==> config.mk <==
export PLATFORM = sky130hd
export DESIGN_NAME = spi_register_bridge
export DESIGN_NICKNAME = d
export VERILOG_FILES = /design/src/rtl/spi_register_bridge_pkg.sv /design/src/rtl/spi_register_bridge_bus_timeout_counter.sv /design/src/rtl/spi_register_bridge.sv
export SDC_FILE = /design/constraint.sdc
export NUM_CORES = 1
export LEC_CHECK = 0
export BUFFER_PORTS_ARGS = -buffer_cell sky130_fd_sc_hd__buf_2
export CAP_MARGIN = 10
export CORE_UTILIZATION = 35
export CTS_CLUSTER_SIZE = 20
export DETAILED_ROUTE_END_ITERATION = 7
export SLEW_MARGIN = 0
export SYNTH_ARGS = -nofsm -noshare
export SYNTH_HDL_FRONTEND = slang
export SYNTH_SLANG_ARGS = --single-unit
==> constraint.sdc <==
create_clock -name system_clk -period 1.8 [get_ports system_clk]
set_clock_uncertainty 0.1 [all_clocks]
set_input_delay 0.27 -clock system_clk [delete_from_list [all_inputs] [get_ports system_clk]]
set_output_delay 0.27 -clock system_clk [all_outputs]
set_load 0.05 [all_outputs]
==> src/rtl/spi_register_bridge_pkg.sv <==
// Shared definitions for the SPI register bridge: FSM states and the
// status-field bit indices in the response word.
package spi_register_bridge_pkg;

  typedef enum logic [1:0] {
    ST_IDLE = 2'd0,
    ST_BUSY = 2'd1,
    ST_DONE = 2'd2
  } bridge_state_t;

  localparam int STATUS_TIMEOUT = 0;
  localparam int STATUS_OVERRUN = 1;
  localparam int STATUS_INVALID = 2;
  localparam int STATUS_WRITE   = 3;
  localparam int STATUS_BITS    = 4;

endpackage

==> src/rtl/spi_register_bridge_bus_timeout_counter.sv <==
// Counts cycles while a bus access is outstanding and flags expiry after
// TIMEOUT_CYCLES cycles; TIMEOUT_CYCLES = 0 never expires.
module bus_timeout_counter #(
  parameter int TIMEOUT_CYCLES = 255
) (
  input  logic system_clk,
  input  logic system_nrst,
  input  logic i_clear,
  input  logic i_enable,
  output logic o_expire
);

  localparam int CW = (TIMEOUT_CYCLES > 0) ? $clog2(TIMEOUT_CYCLES + 1) : 1;

  logic [CW-1:0] r_count;
  logic          w_expire;

  assign w_expire = (TIMEOUT_CYCLES != 0) && (r_count == CW'(TIMEOUT_CYCLES - 1));
  assign o_expire = w_expire;

  // Saturating count; holds once expired so it never wraps.
  always_ff @(posedge system_clk or negedge system_nrst) begin
    if (!system_nrst) begin
      r_count <= '0;
    end else if (i_clear) begin
      r_count <= '0;
    end else if (i_enable && !w_expire) begin
      r_count <= r_count + CW'(1);
    end else begin
      r_count <= r_count;
    end
  end

endmodule

==> src/rtl/spi_register_bridge.sv <==
// Decodes SPI words into register-bus read/write commands and returns the
// result (with status) as the transmit word for the following SPI frame.
module spi_register_bridge
  import spi_register_bridge_pkg::*;
#(
  parameter  int ADDR_WIDTH     = 7,
  parameter  int DATA_WIDTH     = 24,
  parameter  int TIMEOUT_CYCLES = 255,
  localparam int WIDTH          = 1 + ADDR_WIDTH + DATA_WIDTH
) (
  input  logic                  system_clk,
  input  logic                  system_nrst,
  input  logic [WIDTH-1:0]      spi_value_mosi,
  input  logic                  spi_value_valid,
  input  logic                  spi_cs_start,
  input  logic                  spi_cs_stop,
  output logic [WIDTH-1:0]      spi_value_miso,
  output logic                  reg_req,
  output logic                  reg_we,
  output logic [ADDR_WIDTH-1:0] reg_addr,
  output logic [DATA_WIDTH-1:0] reg_wdata,
  input  logic [DATA_WIDTH-1:0] reg_rdata,
  input  logic                  reg_ack
);

  bridge_state_t         r_state, w_state_next;
  logic                  r_req, r_we, r_timeout, r_ovr, r_inv;
  logic [ADDR_WIDTH-1:0] r_addr;
  logic [DATA_WIDTH-1:0] r_wdata, r_result;
  logic [WIDTH-1:0]      r_miso;
  logic                  w_expire, w_ovr_any, w_inv_any, w_ok;
  logic [ADDR_WIDTH-1:0] w_status, w_invalid_status;
  logic                  w_unused;

  // The slave latches spi_value_miso itself at frame start; a registered
  // output already gives it the old value on a coincident update.
  assign w_unused = spi_cs_start;

  assign reg_req        = r_req;
  assign reg_we         = r_we;
  assign reg_addr       = r_addr;
  assign reg_wdata      = r_wdata;
  assign spi_value_miso = r_miso;

  bus_timeout_counter #(.TIMEOUT_CYCLES(TIMEOUT_CYCLES)) u_timeout (
    .system_clk  (system_clk),
    .system_nrst (system_nrst),
    .i_clear     (r_state == ST_IDLE),
    .i_enable    (r_state == ST_BUSY),
    .o_expire    (w_expire)
  );

  // Frame events landing in the DONE cycle still belong to this response.
  assign w_ovr_any = r_ovr | ((r_state == ST_DONE) & spi_value_valid);
  assign w_inv_any = r_inv | ((r_state == ST_DONE) & spi_cs_stop & ~spi_value_valid);
  assign w_ok      = ~(r_timeout | w_ovr_any | w_inv_any);

  // Status fields for the normal response and the idle invalid-frame word.
  always_comb begin
    w_status                         = '0;
    w_status[STATUS_TIMEOUT]         = r_timeout;
    w_status[STATUS_OVERRUN]         = w_ovr_any;
    w_status[STATUS_INVALID]         = w_inv_any;
    w_status[STATUS_WRITE]           = r_we;
    w_invalid_status                 = '0;
    w_invalid_status[STATUS_INVALID] = 1'b1;
  end

  // Next-state logic.
  always_comb begin
    w_state_next = r_state;
    case (r_state)
      ST_IDLE: begin
        if (spi_value_valid) w_state_next = ST_BUSY;
        else                 w_state_next = ST_IDLE;
      end
      ST_BUSY: begin
        if (reg_ack || w_expire) w_state_next = ST_DONE;
        else                     w_state_next = ST_BUSY;
      end
      ST_DONE: w_state_next = ST_IDLE;
      default: w_state_next = ST_IDLE;
    endcase
  end

  // State register.
  always_ff @(posedge system_clk or negedge system_nrst) begin
    if (!system_nrst) r_state <= ST_IDLE;
    else              r_state <= w_state_next;
  end

  // Command latch, bus handshake and response load.
  always_ff @(posedge system_clk or negedge system_nrst) begin
    if (!system_nrst) begin
      r_req     <= 1'b0;
      r_we      <= 1'b0;
      r_addr    <= '0;
      r_wdata   <= '0;
      r_result  <= '0;
      r_timeout <= 1'b0;
      r_miso    <= '0;
    end else begin
      case (r_state)
        ST_IDLE: begin
          if (spi_value_valid) begin
            r_req     <= 1'b1;
            r_we      <= spi_value_mosi[WIDTH-1];
            r_addr    <= spi_value_mosi[WIDTH-2:DATA_WIDTH];
            r_wdata   <= spi_value_mosi[DATA_WIDTH-1:0];
            r_timeout <= 1'b0;
          end else if (spi_cs_stop) begin
            r_miso <= {1'b0, w_invalid_status, {DATA_WIDTH{1'b0}}};
          end
        end
        ST_BUSY: begin
          if (reg_ack) begin
            r_req    <= 1'b0;
            r_result <= r_we ? r_wdata : reg_rdata;
          end else if (w_expire) begin
            r_req     <= 1'b0;
            r_timeout <= 1'b1;
            r_result  <= '0;
          end
        end
        ST_DONE: r_miso <= {w_ok, w_status, r_result};
        default: r_req  <= 1'b0;
      endcase
    end
  end

  // Sticky overrun/invalid flags gathered while a command is in flight.
  always_ff @(posedge system_clk or negedge system_nrst) begin
    if (!system_nrst) begin
      r_ovr <= 1'b0;
      r_inv <= 1'b0;
    end else if (r_state == ST_DONE) begin
      r_ovr <= 1'b0;
      r_inv <= 1'b0;
    end else if (r_state == ST_BUSY) begin
      if (spi_value_valid)  r_ovr <= 1'b1;
      else if (spi_cs_stop) r_inv <= 1'b1;
    end
  end

endmodule

## Word level (Yosys, flattened, before mapping)

Cells that the tools add are included.

| word-level totals | value |
|---|---|
| register bits | 102 |
| input bits | 62 |
| logic and storage cells | 75 |

| cells by class | value |
|---|---|
| add/subtract/negate cells | 1 |
| equal/unequal tests | 10 |
| mux-type cells | 25 |
| bitwise logic cells | 10 |
| reductions and logical operators | 18 |

Operators with widths:

| kind | count |
|---|---|
| $mux 24 | 3 |
| $mux 32 | 2 |
| $pmux 32 s2 | 1 |
| $mux 8 | 2 |
| $reduce_bool 2->1 | 7 |
| $mux 1 | 13 |
| $ne 2x2->1 const B | 5 |
| $reduce_and 3->1 | 3 |
| $add 8x1->8 const B | 1 |
| $eq 8x8->1 const B | 1 |
| $reduce_and 2->1 | 3 |
| $or 1x1->1 | 4 |
| $pmux 2 s2 | 1 |
| $reduce_and 4->1 | 1 |
| $and 1x1->1 | 3 |
| $ne 3x3->1 const B | 1 |
| $not 1->1 | 3 |
| $pmux 1 s3 | 1 |
| $eq 2x1->1 const B | 1 |
| $eq 2x2->1 const B | 1 |
| $logic_not 2->1 | 1 |
| $mux 2 | 1 |
| $ne 2x1->1 const B | 1 |
| $pmux 1 s2 | 1 |
| other kinds (3) | 3 |

## Longest topological paths before layout

| logic depth | value |
|---|---|
| depth in word-level cells | 7 |
| gate-level depth with buffers | 8 |
| mapped depth without buffers | 5 |

## Cells and area by module

A second synthesis with hierarchy kept.

| second synthesis, totals | value |
|---|---|
| cell total of the unflattened synthesis | 334 |
| area, all modules | 4,237.8 µm² |

Modules (own cells, without submodules):

| module | times used | cells each | area an instance (µm²) |
|---|---|---|---|
| spi_register_bridge | 1 | 280 | 3,718.6 |
| bus_timeout_counter | 1 | 54 | 519.2 |

## Least setup slack after synthesis

OpenSTA, ideal clock, no wires.

| timing | value |
|---|---|
| kind | register to register |
| start | register r_we (netlist: reg_we) |
| end | register r_result[10] |
| library setup time | 130 ps |
| data arrival time | 1,584 ps |
| data required time | 1,570 ps |
| setup slack | -15 ps |
| cell stages (with the launch flop) | 6 |
| path through | dfrtp_1 > buf_2 > buf_6 > mux2_2 > a22oi_1 > o21ai_0 |

| between the ends | value |
|---|---|
| word-level cells in the longest chain between the ends | 2 |

Ends and longest elaborated chain:

| item | line | text |
|---|---|---|
| start, declared | spi_register_bridge.sv:27 | `logic r_req, r_we, r_timeout, r_ovr, r_inv;` |
| start signal, assigned | spi_register_bridge.sv:107 | `r_we <= spi_value_mosi[WIDTH-1];` |
| $mux 24 | spi_register_bridge.sv:118 | `r_result <= r_we ? r_wdata : reg_rdata;` |
| $mux 24 | spi_register_bridge.sv:116 | `if (reg_ack) begin` |
| end signal, assigned | spi_register_bridge.sv:118 |  |
| end, declared | spi_register_bridge.sv:29 | `logic [DATA_WIDTH-1:0] r_wdata, r_result;` |

No other way between the ends.
A chain may end at the register's enable or synchronous reset.

## Worst setup path after layout

| timing | value |
|---|---|
| start | register u_timeout.r_count[0] |
| end | register u_timeout.r_count[1] |

| between the ends | value |
|---|---|
| word-level cells in the longest chain between the ends | 4 |
| elaborated cells on any way between the ends | 7 |

Ends and longest elaborated chain:

| item | line | text |
|---|---|---|
| start, declared | spi_register_bridge_bus_timeout_counter.sv:15 | `logic [CW-1:0] r_count;` |
| start signal, assigned | spi_register_bridge_bus_timeout_counter.sv:28 | `r_count <= r_count + CW'(1);` |
| start signal, assigned | spi_register_bridge_bus_timeout_counter.sv:30 | `r_count <= r_count;` |
| branches (longest 4 deep; another with $add 8x1->8) | -- |  |

Several ways; the timed one is not identified. The select of a mux whose other input is x is not followed.

==> results.md <==
- Setup Crit Path Kind: reg -> reg
- CTS Buffer Depth: 2
- Ys flop type: dfrtp_1
- PortBufs: 122
- # diodes: 0
- GP Congestion: 0.8052
- Post-route cell area: 0.005704 mm2
- Non-Filler Instances: about 670
- Die area: 0.01346 mm2
- Final ANT Viol Nets: 0
- CTS tree: yes
- Slowest cell on crit path: dfrtp_1
- Post-synth EDFFs: 0
- Total Power: 10.21 mW
- XOR/XNOR Fraction of Synth Area: 0
- Setup TNS: 0 ns
- Synth warnings: 0
- # DRC: 0
- F_max: about 600 MHz
- Largest net degree at the start of global routing: 100
- Pins Over Slew Limit: 0
- Arrival time worst endpoint: 1.85 ns
- Simple-Gate Fraction of Synth Area: 0.08606
- Nets: 560
- Max-slew headroom: 0.6312
- Leak Pwr: 2.626 nW
- Number of max-cap violations: 0
- Critical Path Fanout Max: 4
- Synth top area share: 0.5444
- CTS Buf Count: 9
- Synth Register Bits: 99
- Worst Hold Slack: 0.05137 ns
- Synth Area in Adders: 0.01375
- Area growth syn-to-layout: 25.35%
- Final Setup Violations: 0
- Status: completed
- Detailed-route via count: 3371
- Actual slew at the worst max-slew pin: ~0.55 ns
- Top-count cell post-synth: dfrtp_1
- Compound-Gate Fraction of Synth Area: 0.1622
- Crit start category: flop
- Library cells used by synthesis: 45
- Post-synth top cells: dfrtp_1 (99), mux2_2 (59), o21ai_0 (29), a22o_1 (26), nand2b_1 (26)
- Mean Syn Cell Area: ~12 um2
- Post-CTS Setup Repair Bufs: 0
- Total GRT Usage: 0.1757
- Setup ws final: between 0.08 and 0.09 ns
- Number of global-route vias before repair: 3337
- Crit-path max cell delay: about 0.38 ns
- Final HPWL DP: roughly 7100 um
- First-pass GRT wire length: 17620 um
- Post-Synthesis Cells: 367
- Main combinational cell family by area after synthesis: compound AO/OA/AOI/OAI gates
- Main area contributors after synthesis: dfrtp_1 (54%), mux2_2 (15%), a22o_1 (5.0%), a22oi_1 (4.0%), nand2b_1 (3.6%)
- Drt initial violations: 180
- CP endpoint kind: flop
- Layout cells sized above 1: 0.4507
- H-tree depth: 3
- Clk slew on worst S/H paths: about 0.070 ns
- Peak VDD IR: 910.8 uV
- Power Dens Cells: 1789 mW/mm2
- Ys async rst share: 1.000
- I/O pin total: 127
- Vias per inst: between 5 and 6
- CTS sink cnt: between 90 and 100
- Final Hold Fails: 0
- Period minus WS final: 1.714 ns
- Synth Cell Area: 0.004551 mm2
- Wire per inst: roughly 17 um
- Mux cell area share after synthesis: 0.1504
- DR pass1 iterations: 4
- Pre-CTS WS: -0.09854 ns
- Final period utilization: 0.9523
- Starting Density: 0.3591
- Final WL: around 11000 um
- Final core occ: 0.4502
- Hold Crit Class: in -> reg
- Core Region: approximately 0.013 mm2
- Area leader, netlist: dfrtp_1
- Worst skew pair latency: 0.35 ns
- Cell Chain, Critical Path: inv_1 -> ha_1 -> and3_1 -> a21oi_1 -> mux2_2
- Die width: approximately 120 um
- Root Buffer: clkbuf_16
- DIE HEIGHT: around 120 um
- RSZ-0062 raised after global routing: true
- Area after DPL: 0.005395 mm2
- Placed Cells: 651
- Register area share after synthesis: 0.5444
- FP Rows: 41
- Filler Cells Inserted: around 1200
- Initial antenna violation count: 0
- Grt ovf: 0
- Worst Path Required: 1.93 ns
placed cells by master (no fill, tap or decap), drive strengths merged, types with 2 or more instances in the layout:
cell	count
nor3	3
a21oi	12
mux2i	2
mux2	59
o21ai	30
a22oi	24
nor2	7
inv	5
a31oi	4
nor2b	6
nand2	3
o21a	2
buf	139
conb	3
nand2b	27
nand3	3
o211ai	2
and4	2
a2bb2oi	2
dfrtp	99
clkbuf	12
nand4	2
and3	3
a22o	26
clkinv	3
ha	5
sequential cells by signal, summed over array words and instances (netlist names):
name / cells
reg_req: 1
r_state: 2
spi_value_miso: 29
r_ovr: 1
u_timeout.r_count: 8
reg_wdata: 24
r_timeout: 1
r_result: 24
r_inv: 1
reg_we: 1
reg_addr: 7
worst max-delay path, delay by kind of cell, from the launching register on:
kind | cells | cell delay (ns)
fa+ha+maj | 1 | 0.25
compound gates | 1 | 0.24
simple gates | 1 | 0.20
mux | 1 | 0.36
flops | 1 | 0.38
buf+inv | 1 | 0.07
cell type report:
type                       count  area, um2  area share
sequential                    99       2479      0.4345
clock inverter                 3      17.52    0.003071
tap                          172      215.2     0.03773
clock buffer                  12      236.5     0.04146
timing repair buffer         140      800.8      0.1404
multi-input combinational    237       1933      0.3389
inverter                       6      22.52    0.003948
where the power goes:
group          internal [mW]  switching (mW)
Clock                  0.926           0.794
Sequential              3.06           0.594
Combinational           1.64            3.19
Total                   5.63            4.58
metal layers:
layer | vias to the layer above | share of wire | global-route usage
li1 | 1591 | - | -
met1 | 1666 | 0.45 | 0.2252
met2 | 102 | 0.49 | 0.2885
met3 | 12 | 0.047 | 0.04236
met4 | 0 | 0.016 | 0.06496
met5 | - | 0 | 0
timing repair:
action | in CTS | in global routing
hold buffers | 1 | 0
gates resized for setup | 3 | 3
pin swaps | 2 | 1
cloned | 2 | 0
endpoints found under the setup margin | 26 | 27
hold endpoints to repair | 99 | 0
logic make-up after synthesis:
kind of cell,after synthesis
simple gates,62
compound gates,104
buf+inv,35
mux,61
other cells,1
flops,99
fa+ha+maj,5
path summary, 6_finish.rpt:
path	from	cells past startpoint	slack (ns)	end
worst max register to register	u_timeout.r_count[0]	5	0.09	u_timeout.r_count[1]
max in group asynchronous	system_nrst	3	0.76	spi_value_miso[2]
worst min-delay path	spi_value_mosi[31]	2	0.05	reg_we
worst max-delay path	u_timeout.r_count[0]	5	0.09	u_timeout.r_count[1]
worst min register to register	spi_value_miso[22]	1	0.40	spi_value_miso[22]
min in group asynchronous	system_nrst	3	0.41	reg_addr[0]
(Power assumes the default switching activity.)
